File: src/rtl/bcd_serial_adder.sv
// bcd_serial_adder: digit-serial packed-BCD adder, LSD first, one digit per clock.
// Define BCD_SERIAL_INVALID_CHECK_EN to build the sticky out_err flag for input digits above 9.
module bcd_serial_adder #(
    parameter int DIGITS = 4
) (
    input  logic                clk,
    input  logic                rst,
    input  logic                in_valid,
    output logic                in_ready,
    input  logic [4*DIGITS-1:0] in_a,
    input  logic [4*DIGITS-1:0] in_b,
    input  logic                in_cin,
    output logic                out_valid,
    input  logic                out_ready,
    output logic [4*DIGITS-1:0] out_sum,
    output logic                out_cout,
    output logic                out_err,
    output logic                busy
);
    localparam int W  = 4 * DIGITS;
    localparam int IW = DIGITS > 1 ? $clog2(DIGITS) : 1;

    typedef enum logic [1:0] {IDLE, RUN, DONE} state_t;

    state_t        state_q, state_d;
    logic [IW-1:0] idx_q, idx_d;
    logic [W-1:0]  a_q, a_d, b_q, b_d, sum_q, sum_d;
    logic          carry_q, carry_d;
    logic [3:0]    da, db, dig;
    logic [4:0]    t;
    logic          acc, run;

    assign acc = state_q == IDLE && in_valid;
    assign run = state_q == RUN;
    assign da  = a_q[4*idx_q +: 4];
    assign db  = b_q[4*idx_q +: 4];
    assign t   = {1'b0, da} + {1'b0, db} + {4'd0, carry_q};
    // Subtracting 10 in 4 bits gives (t-10) mod 16 for every t in 10..31.
    assign dig = t > 5'd9 ? t[3:0] - 4'd10 : t[3:0];

    always_comb begin
        state_d = state_q;
        idx_d   = idx_q;
        a_d     = a_q;
        b_d     = b_q;
        sum_d   = sum_q;
        carry_d = carry_q;
        case (state_q)
            IDLE: if (in_valid) begin
                a_d     = in_a;
                b_d     = in_b;
                carry_d = in_cin;
                idx_d   = '0;
                sum_d   = '0;
                state_d = RUN;
            end
            RUN: begin
                sum_d[4*idx_q +: 4] = dig;
                carry_d = t > 5'd9;
                idx_d   = idx_q + 1'b1;
                state_d = idx_q == IW'(DIGITS - 1) ? DONE : RUN;
            end
            DONE: state_d = out_ready ? IDLE : DONE;
            default: state_d = IDLE;
        endcase
    end

    always_ff @(posedge clk or posedge rst) begin
        if (rst) begin
            state_q <= IDLE;
            idx_q   <= '0;
            a_q     <= '0;
            b_q     <= '0;
            sum_q   <= '0;
            carry_q <= 1'b0;
        end else begin
            state_q <= state_d;
            idx_q   <= idx_d;
            a_q     <= a_d;
            b_q     <= b_d;
            sum_q   <= sum_d;
            carry_q <= carry_d;
        end
    end

`ifdef BCD_SERIAL_INVALID_CHECK_EN
    logic err_q, err_d;

    assign err_d = acc ? 1'b0 : err_q | (run && (da > 4'd9 || db > 4'd9));

    always_ff @(posedge clk or posedge rst) begin
        if (rst) err_q <= 1'b0;
        else     err_q <= err_d;
    end

    assign out_err = err_q;
`else
    assign out_err = 1'b0;
`endif

    assign in_ready  = state_q == IDLE && !rst;
    assign out_valid = state_q == DONE;
    assign busy      = state_q != IDLE;
    assign out_sum   = sum_q;
    assign out_cout  = carry_q;
endmodule

File: config.mk
export PLATFORM = sky130hd
export DESIGN_NAME = bcd_serial_adder
export DESIGN_NICKNAME = d
export VERILOG_FILES = /design/src/rtl/bcd_serial_adder.sv
export SDC_FILE = /design/constraint.sdc
export NUM_CORES = 1
export LEC_CHECK = 0
export ABC_AREA = 1
export CORE_ASPECT_RATIO = 0.9
export CORE_MARGIN = 2
export CORE_UTILIZATION = 55
export CTS_CLUSTER_SIZE = 14
export DETAILED_ROUTE_END_ITERATION = 7
export PLACE_DENSITY = 0.91
export SYNTH_ARGS = -nofsm -noshare
export SYNTH_HDL_FRONTEND = slang
export SYNTH_SLANG_ARGS = --single-unit
File: constraint.sdc
create_clock -name clk -period 5.55 [get_ports clk]
set_input_delay 0.8325 -clock clk [delete_from_list [all_inputs] [get_ports clk]]
set_output_delay 0.8325 -clock clk [all_outputs]
set_load 0.03 [all_outputs]
Yosys cells after proc, flatten, opt, wreduce, memory -nomap -nowiden
Index checks and enable logic that the tools add are counted.
{ "totals": {"out_inout_bits": 21, "in_bits": 37, "register_bits": 53, "word_cells": 39} }
{ "op_classes": {"n_reduce_logical": 7, "n_eq_ne": 4, "shifts": 4, "muxes": 12, "order_cmp": 1, "add_sub_neg": 5} }
{ "ops": {"columns": ["cell", "count"], "rows": [
  ["4-bit negation with 34-bit output", 1],
  ["4-bit by 34-bit variable shift with 16-bit output, first input constant", 1],
  ["4-bit by 34-bit variable part select with 16-bit output", 1],
  ["16-bit one-hot mux with 2 select lines", 1],
  ["16-bit by 5-bit variable part select with 4-bit output", 2],
  ["16-bit bitwise mux", 1],
  ["16-bit 2-to-1 mux", 1],
  ["2-bit 2-to-1 mux", 4],
  ["2-bit one-hot mux with 3 select lines", 1],
  ["4-bit by 4-bit adder with 5-bit output", 1],
  ["5-bit by 1-bit adder with 5-bit output", 1],
  ["5-bit by 4-bit greater-than comparator with 1-bit output, second input constant", 1],
  ["2-bit equality test, second input constant", 2],
  ["4-bit 2-to-1 mux", 1],
  ["2-bit one-hot mux with 2 select lines", 1],
  ["2-bit AND reduction", 2],
  ["2-bit nonzero test", 2],
  ["4-bit subtractor, second input constant", 1],
  ["2-bit by 1-bit adder with 2-bit output, second input constant", 1],
  ["2-bit by 1-bit equality test with 1-bit output, second input constant", 1],
  ["2-bit zero test", 1],
  ["2-bit != test, second input constant", 1],
  ["1-bit one-hot mux with 2 select lines", 1],
  ["1-bit logical AND", 1],
  ["other kinds (2)", 2]
]} }

Logic depth before layout (Yosys ltp)
Gate-level depths: netlist of the first run.
{ "logic_depth": {"word_depth": 8, "depth_mapped": 19, "mapped_depth_nobuf": 18} }

Worst setup path before layout of the first run
OpenSTA, ideal clock, no wires.
{ "synth_timing": {"kind": "reg-to-reg", "start": "reg idx_q[0]", "end": "reg sum_q[9] (netlist: out_sum[9])", "synth_period_minus_slack_ns": 2.937, "t_required_ns": 5.476, "n_path_buf": 1, "setup_slack_ns": 2.613, "setup_time_ns": 0.074, "arrival_ns": 2.863, "path_stages_with_launch": 18, "cell_sequence": "dfrtp_1 -> clkinv_1 -> buf_1 -> nor2_1 -> o22ai_1 -> fa_1 -> fa_1 -> inv_1 -> ha_1 -> inv_1 -> nor2_1 -> a21oi_2 -> nand2_2 -> nand2_4 -> nand2_2 -> nand2_2 -> nand3_1 -> o21ai_2"} }
{ "synth_via": {"elab_chain_len": 8, "word_cells_on_any_way": 12, "cone_classes": "add/sub: 4; order compare: 1; shift: 4; mux: 3"} }
{ "synth_lines": {"columns": ["item", "line_no", "text"], "rows": [
  ["start, declared", "26", "logic [IW-1:0] idx_q, idx_d;"],
  ["start signal, assigned", "78", "idx_q <= idx_d;"],
  ["16-bit by 5-bit variable part select with 4-bit output, on equally long branches", "35, 36", null],
  ["4-bit by 4-bit adder with 5-bit output", "37", "assign t = {1'b0, da} + {1'b0, db} + {4'd0, carry_q};"],
  ["5-bit by 1-bit adder with 5-bit output", "37", null],
  ["4-bit subtractor / 5-bit by 4-bit greater-than comparator with 1-bit output (equally long branches)", "39", "assign dig = t > 5'd9 ? t[3:0] - 4'd10 : t[3:0];"],
  ["4-bit 2-to-1 mux", "39", null],
  ["4-bit by 34-bit variable part select with 16-bit output", "58", "sum_d[4*idx_q +: 4] = dig;"],
  ["16-bit bitwise mux (*)", "58", null],
  ["16-bit one-hot mux with 2 select lines (*)", "48", "case (state_q)"],
  ["end signal, assigned", "81", "sum_q <= sum_d;"],
  ["end, declared", "27", "logic [W-1:0] a_q, a_d, b_q, b_d, sum_q, sum_d;"]
]} }
Every way passes the cells marked *; elsewhere a longest branch is shown, timed or not.
A chain may end at the register's enable or synchronous reset.

Worst setup path after layout of the first run
{ "layout_timing": {"start": "reg idx_q[0]", "end": "reg sum_q[14] (netlist: out_sum[14])"} }
The elaborated chain is that of the path after synthesis.

==> results.cfg, run 1 <==
[clock_tree]
cts_buffers = 5
ctsResizeCount = 0
cts_tree = built
cts_hold_buf = 0
clockBufferDepth = 2
htree_num_levels = 2
root_buffer = clkbuf_8
path_clk_slew_ns = 0.09
post_cts_buffers = 0
cts_sinks = 53
clock_latency_ns = 0.30

[logic_synthesis]
muxShareOfSynthArea_pct = 13.91
synth_xor_area_share_pct = 0
synth_cell_types = 32
yosysWarnings = 0
netlist_area_mm2 = 0.002725
synth_top_family_by_area = simple AND/OR/NAND/NOR gates
yosysSeqAreaShare_pct = 48.67
netlist_instances = 273
yosys.area_share.adder_pct = 5.142
synth_fp_nets = 320
ys_ff_latch = 53
synth-simple-area-share_pct = 16.94
avgSynthCellArea_um2 = 9.982
synth_compound_gate_area_share_pct = 8.953

[detailed_routing]
dr_total_vias = 2105
first_pass_iters = 4
totalWireLength_mm = 5.530
drtIter0Drc = 111
remaining_drc_errors = 0
ant_nets = 0
wire_per_inst_um = 14.11
via_per_inst = 5.370

[min_path]
min_path_cells = 2
hold_path_startpoint = out_sum[0]
hold_class = reg2reg
whs_endpoint = out_sum[0]

[placement]
io_buffers = 56
post-dp-hpwl_mm = 4.119
dp_slack_ns = 1.557
place_congestion = 0.9885

[sta]
fin_setup_tns_ns = 0
fin_crit_sh_pct = 73.56
setup_viol = 0
drv_slew = 0
clock_skew_ns = 0.004775
slew_headroom_pct = 30.52
hold_viol = 0
setup_slack_ns = 1.467
period_minus_slack_ns = 4.083
tightestPinTransition_ns = 1.041
clock.fmax_mhz = 244.9
rsz0062_at_grt = false

[floorplanning]
ios = 58
dieArea_mm2 = 0.005534
die_h_um = 70.78
core_area_mm2 = 0.004805
start_util_pct = 56.72
rows = 24
die_x_um = 78.20

[global_routing]
grt-ovfl-total = 0
antenna_found_initial = 0
grtUsageTotal_pct = 21.68
grt_pass1_vias = 2109
grt_max_degree = 54
grt_pass1_wl_mm = 9.597

[finish]
syn2layout_area_growth_pct = 24.61
layout.nets = 374
diodes = 0
multiInputGateArea_mm2 = 0.001229
fill_cells = 373
finish.utilization_pct = 70.68
drive_above_1_share_pct = 18.35
seqCellArea_mm2 = 0.001326

[critical_path]
r2r-start = idx_q[0]
rr_endpoint = out_sum[14]
crit_fanout = 25
ff2ff_setup_slack_ns = 1.47
required_ns = 5.79
endpoint_kind = flip-flop
reg2reg_depth = 16
critPathKind = reg2reg
start_kind = flip-flop
cp.arrival_ns = 4.32

[run]
cap_viol_max_count = 0

[run_status]
outcome = complete, no violations
stage by stage:
step	cells	hold slack, ns	instance area (um^2)
global placement	385	0.4655	3309
CTS	392	0.4874	3396
detailed placement	385	0.4667	3309
global route	392	0.5221	3396
floorplan	273	0.4738	2725
finish	392	0.4828	3396
registers in the layout, indices dropped and copies added (netlist names):
register,count
a_q,16
out_sum,16
out_cout,1
state_q,2
b_q,16
idx_q,2
cells in the mapped netlist:
cell type | instances | area [um^2]
a21oi_1 | 1 | 5.000
a21oi_2 | 2 | 17.52
buf_1 | 1 | 3.750
buf_2 | 4 | 20.02
buf_4 | 1 | 7.510
buf_6 | 2 | 22.52
clkbuf_1 | 1 | 3.750
clkinv_1 | 2 | 7.510
conb_1 | 1 | 3.750
dfrtp_1 | 53 | 1326
fa_1 | 2 | 40.04
ha_1 | 8 | 100.1
inv_1 | 27 | 101.4
inv_2 | 1 | 3.750
mux2_2 | 27 | 304.0
mux2_4 | 5 | 75.07
nand2_1 | 34 | 127.6
nand2_2 | 8 | 50.05
nand2_4 | 1 | 11.26
nand3_1 | 15 | 75.07
nand3_2 | 2 | 20.02
nand3b_1 | 1 | 7.510
nand4_1 | 6 | 37.54
nor2_1 | 24 | 90.09
nor2_2 | 2 | 12.51
nor3_2 | 3 | 30.03
o21ai_0 | 21 | 105.1
o21ai_1 | 4 | 20.02
o21ai_2 | 2 | 17.52
o21bai_1 | 2 | 15.01
o22ai_1 | 9 | 56.30
o31ai_1 | 1 | 7.510
cells by family (layout without fill, tap and decap cells):
family,after synthesis,in the layout
and+or+nand+nor,96,96
other,1,1
DFF,53,53
adders and majority gates,10,10
buffers and inverters,39,93
muxes,32,32
AOI/OAI and AO/OA,42,42
cells in the final DEF (no fill, tap or decap), drive strengths merged:
master	synthesis	routed
o31ai	1	1
a21oi	3	3
ha	8	8
conb	1	1
o22ai	9	9
clkdlybuf4s50	0	56
nor3	3	3
fa	2	2
o21ai	27	27
nand4	6	6
nand2	43	43
nand3b	1	1
inv	28	28
clkinv	2	2
nor2	26	26
dfrtp	53	53
clkbuf	1	7
nand3	17	17
o21bai	2	2
mux2	32	32
layout make-up:
class / count / area share (%)
Timing Repair Buffer: 56 / 16.51
Sequential cell: 53 / 39.06
Clock buffer: 7 / 2.542
Inverter: 30 / 3.316
Multi-Input combinational cell: 181 / 36.18
Tap cell: 65 / 2.395
worst max-delay path, cell delays in order (launching register included):
cell and delay, ns:
dfrtp_1 0.84, clkinv_1 0.63, o21ai_0 0.35, o22ai_1 0.13
fa_1 0.46, fa_1 0.55, inv_1 0.08, ha_1 0.19
inv_1 0.08, nor2_1 0.05, a21oi_2 0.13, nand2_2 0.10
nand2_4 0.10, nand2_2 0.05, nand2_2 0.08, nand4_1 0.09
nand2_1 0.11
worst max-delay path by stage:
stage	slack (ns)	end	startpoint	cells past startpoint
floorplan	2.61	out_sum[9]	idx_q[0]	17
global placement	1.77	out_sum[14]	idx_q[0]	16
detailed placement	1.56	out_sum[14]	idx_q[0]	16
CTS	1.52	out_sum[14]	idx_q[0]	16
global route	1.15	out_sum[5]	idx_q[0]	16
finish	1.47	out_sum[14]	idx_q[0]	16
layer usage:
layer	vias to the layer above	global-route usage (%)	part of all wire (%)
li1	1017	-	-
met1	1019	27.83	43
met2	63	37.45	51
met3	6	3.699	4.7
met4	0	7.602	1.1
met5	-	0	0
Power of run 1 is not shown: default switching activity piles up to over one toggle a cycle in this logic, so the estimate is an artifact.
==> run 2: changes to the inputs <==
--- a/config.mk
+++ b/config.mk
@@ -8,10 +8,10 @@
 export ABC_AREA = 1
 export CORE_ASPECT_RATIO = 0.9
 export CORE_MARGIN = 2
-export CORE_UTILIZATION = 55
+export CORE_UTILIZATION = 46
 export CTS_CLUSTER_SIZE = 14
 export DETAILED_ROUTE_END_ITERATION = 7
-export PLACE_DENSITY = 0.91
+export PLACE_DENSITY = 0.82
 export SYNTH_ARGS = -nofsm -noshare
 export SYNTH_HDL_FRONTEND = slang
 export SYNTH_SLANG_ARGS = --single-unit
==> constraint.sdc (replaced) <==
create_clock -name clk -period 3.49 [get_ports clk]
set_input_delay 0.5235 -clock clk [delete_from_list [all_inputs] [get_ports clk]]
set_output_delay 0.5235 -clock clk [all_outputs]
set_load 0.03 [all_outputs]
==> run 2 against run 1 <==
Non-clock buffer count is 3 higher. Clock skew is 0.0023 ns higher. Count of clock-buffer cells in the layout stayed put. Die area is 18% higher. Maximum frequency is 31% higher. Setup slack worse by 1.1 ns. First-iteration DRC count is 26% lower. Final area is 0.77% higher. Critical path type unchanged. Critical endpoint is now out_sum[15]. Largest cell class unchanged.
==> results.cfg, run 2 (same netlist as run 1, synthesis figures left out) <==
[placement]
place_area_mm2 = 0.003338
post-dp-hpwl_mm = 4.424
dp_slack_ns = 0.4214
dp.cells = 393
io_buffers = 56
place_congestion = 0.9120

[sta]
slew_headroom_pct = 28.24
hold_viol = 0
clock.fmax_mhz = 321.8
setup_slack_ns = 0.3822
drv_slew = 0
period_minus_slack_ns = 3.108
tightestPinTransition_ns = 1.075
rsz0062_at_grt = false
clock_skew_ns = 0.007077
fin_setup_tns_ns = 0
fin_crit_sh_pct = 89.05
setup_viol = 0

[critical_path]
reg2reg_depth = 17
rr_endpoint = out_sum[15]
crit_fanout = 24
ff2ff_setup_slack_ns = 0.38
setup.worst_path.end = out_sum[15]
critPathTopFamily = adder cells
r2r-start = idx_q[0]
crit_start = idx_q[0]
path_depth = 17
crit_buf_inv = 3
required_ns = 3.71
start_kind = flip-flop
slowest_stage = fa_1
endpoint_kind = flip-flop
cp.arrival_ns = 3.33
path_cells = buf_4 > o21ai_0 > o22ai_1 > fa_1 > fa_1 > inv_1 > nand2_1 > nand2_2 > ha_1 > inv_1 > nor2_1 > a21oi_2 > nand2_2 > nand2_4 > nand2_2 > nand4_1 > o21bai_1
critPathKind = reg2reg
path_common_cell = nand2_2
slowest_delay_ns = 0.46

[global_routing]
grt_max_degree = 54
grt_pass1_wl_mm = 9.798
grt-ovfl-total = 0
grtUsageTotal_pct = 18.27
grt_pass1_vias = 2147
antenna_found_initial = 0

[detailed_routing]
via_per_inst = 5.237
remaining_drc_errors = 0
first_pass_iters = 5
drtIter0Drc = 82
dr_total_vias = 2100
totalWireLength_mm = 5.831
wire_per_inst_um = 14.54
ant_nets = 0

[floorplanning]
rows = 26
core_area_mm2 = 0.005693
start_util_pct = 47.87
dieArea_mm2 = 0.006557
die_x_um = 85.13
die_h_um = 77.02
ios = 58

[clock_tree]
path_clk_slew_ns = 0.09
clockBufferDepth = 2
root_buffer = clkbuf_8
post_cts_buffers = 0
cts_sinks = 53
htree_num_levels = 2
cts_hold_buf = 0
clock_latency_ns = 0.30
ctsResizeCount = 0
cts_tree = built
cts_buffers = 5

[finish]
drive_above_1_share_pct = 19.03
seqCellArea_mm2 = 0.001326
layout_commonest_cell = clkdlybuf4s50_1
fin_area_mm2 = 0.003422
final_cell_mix = clkdlybuf4s50_1 (56), dfrtp_1 (53), nand2_1 (34)
diodes = 0
layout.nets = 377
syn2layout_area_growth_pct = 25.57
fill_cells = 473
final_cell_count_no_fill = 401
multiInputGateArea_mm2 = 0.001229

[run]
cap_viol_max_count = 0

[run_status]
outcome = complete, no violations

[min_path]
hold_class = reg2reg
[run 2: layout make-up]
class                   instances  area share, %
clock buffers                   7          2.230
clock inverters                 1         0.2194
inverters                      30          3.291
multi-input cells             181          35.91
flip-flops and latches         53          38.76
well taps                      70          2.559
repair buffers                 59          17.04
[run 2: worst min-delay path by stage]
stage | startpoint | endpoint | slack, ns | cells after the start
4_1_cts | out_sum[0] | out_sum[0] | 0.49 | 2
2_1_floorplan | a_q[10] | a_q[10] | 0.47 | 1
3_3_place_gp | out_sum[13] | out_sum[13] | 0.47 | 2
5_1_grt | out_sum[0] | out_sum[0] | 0.52 | 2
3_5_place_dp | out_sum[0] | out_sum[0] | 0.47 | 2
6_report | out_sum[0] | out_sum[0] | 0.48 | 2
[run 2: per-stage QoR]
| stage | util [%] | hold slack [ns] |
|---|---|---|
| final | 60.11 | 0.4796 |
| after global routing | 60.11 | 0.5207 |
| after CTS | 60.11 | 0.4876 |
| after detailed placement | 58.64 | 0.4660 |
| after global placement | 58.64 | 0.4654 |
| after floorplan | - | 0.4738 |
[run 2: routing by layer]
| layer | vias to the layer above | global-route usage (%) | routed length, um |
|---|---|---|---|
| li1 | 1022 | - | - |
| met1 | 1011 | 23.85 | 2577 |
| met2 | 61 | 31.72 | 2933 |
| met3 | 6 | 3.875 | 279 |
| met4 | 0 | 3.016 | 41 |
| met5 | - | 0 | 0 |
[run 2: worst reg2reg max path, cell delays in order (launching register included)]
cell and delay [ns]:
dfrtp_1 0.39, buf_4 0.22, o21ai_0 0.26, o22ai_1 0.14, fa_1 0.46, fa_1 0.40, inv_1 0.07, nand2_1 0.06
nand2_2 0.09, ha_1 0.18, inv_1 0.06, nor2_1 0.11, a21oi_2 0.05, nand2_2 0.10, nand2_4 0.07, nand2_2 0.09
nand4_1 0.12, o21bai_1 0.16
Power of run 2 is left out for the same reason.
==> run 3: changes to the inputs <==
--- a/config.mk
+++ b/config.mk
@@ -11,7 +11,7 @@
 export CORE_UTILIZATION = 46
 export CTS_CLUSTER_SIZE = 14
 export DETAILED_ROUTE_END_ITERATION = 7
-export PLACE_DENSITY = 0.82
+export PLACE_DENSITY = 0.76
 export SYNTH_ARGS = -nofsm -noshare
 export SYNTH_HDL_FRONTEND = slang
 export SYNTH_SLANG_ARGS = --single-unit
==> run 3 against run 2 <==
Maximum frequency up 2.4%. Wire length shrank 5.4%. Via count is 0.29% higher. First-iteration DRC count stayed put. Clock skew is 0.0026 ns lower. Final area is 0.51% higher. Critical path depth fell by 1. Sequential share of layout area shrank 0.20 points. Non-clock buffer count did not move.
==> results.cfg, run 3 (same netlist as run 1, synthesis figures left out) <==
[detailed_routing]
first_pass_iters = 5
remaining_drc_errors = 0
dr_total_vias = 2106
wire_per_inst_um = 13.76
via_per_inst = 5.252
totalWireLength_mm = 5.518
drtIter0Drc = 82
ant_nets = 0

[clock_tree]
path_clk_slew_ns = 0.09
htree_num_levels = 2
cts_buffers = 5
clockBufferDepth = 2
cts_sinks = 53
cts_hold_buf = 0
clock_latency_ns = 0.30
post_cts_buffers = 0
ctsResizeCount = 0
root_buffer = clkbuf_8
cts_tree = built

[sta]
slew_headroom_pct = 29.67
drv_slew = 0
setup_viol = 0
fin_crit_sh_pct = 86.97
hold_viol = 0
clock.fmax_mhz = 329.5
fin_setup_tns_ns = 0
clock_skew_ns = 0.004429
period_minus_slack_ns = 3.035
rsz0062_at_grt = false
tightestPinTransition_ns = 1.053

[global_routing]
grt_pass1_vias = 2115
grt_max_degree = 54
grtUsageTotal_pct = 18.17
grt_pass1_wl_mm = 9.584
antenna_found_initial = 0
grt-ovfl-total = 0

[critical_path]
required_ns = 3.73
crit_fanout = 11
critPathKind = reg2reg
endpoint_kind = flip-flop
start_kind = flip-flop
cp.arrival_ns = 3.27

[run]
cap_viol_max_count = 0

[min_path]
hold_class = reg2reg

[floorplanning]
start_util_pct = 47.87
die_h_um = 77.02
core_area_mm2 = 0.005693
rows = 26
ios = 58
die_x_um = 85.13
dieArea_mm2 = 0.006557

[finish]
drive_above_1_share_pct = 19.64
multiInputGateArea_mm2 = 0.001229
layout_commonest_cell = clkdlybuf4s50_1
syn2layout_area_growth_pct = 26.22
seqCellArea_mm2 = 0.001326
diodes = 0
layout.nets = 377
final_cell_mix = clkdlybuf4s50_1 (56), dfrtp_1 (53), nand2_1 (34)
fill_cells = 494

[placement]
post-dp-hpwl_mm = 4.235
place_congestion = 0.8227
io_buffers = 56

[run_status]
outcome = complete, no violations
[run 3: changes by cell type in the layout (fill, tap and decap cells not counted)]
cell / change
clkinv_2: +1
clkbuf_8: +2
clkbuf_1: -2
clkinvlp_4: -1
[run 3: worst paths after layout]
kind / startpoint / end / slack (ns) / cells after the start
min: out_sum[4] / out_sum[4] / 0.50 / 2
max in group asynchronous: rst / a_q[3] / 2.03 / 2
max: idx_q[0] / out_sum[9] / 0.45 / 16
max reg2reg: idx_q[0] / out_sum[9] / 0.45 / 16
min in group asynchronous: rst / out_sum[11] / 0.83 / 2
min reg2reg: out_sum[4] / out_sum[4] / 0.50 / 2
[run 3: routing by layer]
metal,share of wire (%),vias to the layer above,track usage (%),routed length (um)
li1,-,1029,-,-
met1,45,1020,23.24,2504
met2,50,50,30.78,2741
met3,3.7,7,3.983,205
met4,1.2,0,5.397,65
met5,0,-,0,0
[run 3: cell type report]
cell class                 count  share of cell area [%]
multi-input combinational    181                   35.72
clock inverter                 1                  0.1455
sequential                    53                   38.56
timing repair buffer          59                   16.95
tap                           70                   2.546
clock buffer                   7                   2.801
inverter                      30                   3.274
[run 3: stage by stage]
step	util, %	cells	hold slack [ns]	instance area [um^2]	worst slack, ns
final	60.42	401	0.4952	3440	0.4548
after global routing	60.42	401	0.5213	3440	0.2469
after CTS	60.42	401	0.5013	3440	0.4551
after detailed placement	58.64	393	0.4797	3338	0.4774
after global placement	58.64	393	0.4647	3338	0.6072
after floorplan	-	273	0.4738	2725	0.5527
[run 3: worst max-delay path, cell delays in order, from the launching register on]
cell and delay, ns:
dfrtp_1 0.36, clkinv_1 0.24, o21ai_0 0.25, o22ai_1 0.11
fa_1 0.45, fa_1 0.55, inv_1 0.08, ha_1 0.19
inv_1 0.08, nor2_1 0.05, a21oi_2 0.11, nand2_2 0.09
nand2_4 0.09, nand2_2 0.05, nand2_2 0.09, nand3_1 0.09
o21ai_2 0.08
Power of run 3 is left out for the same reason.
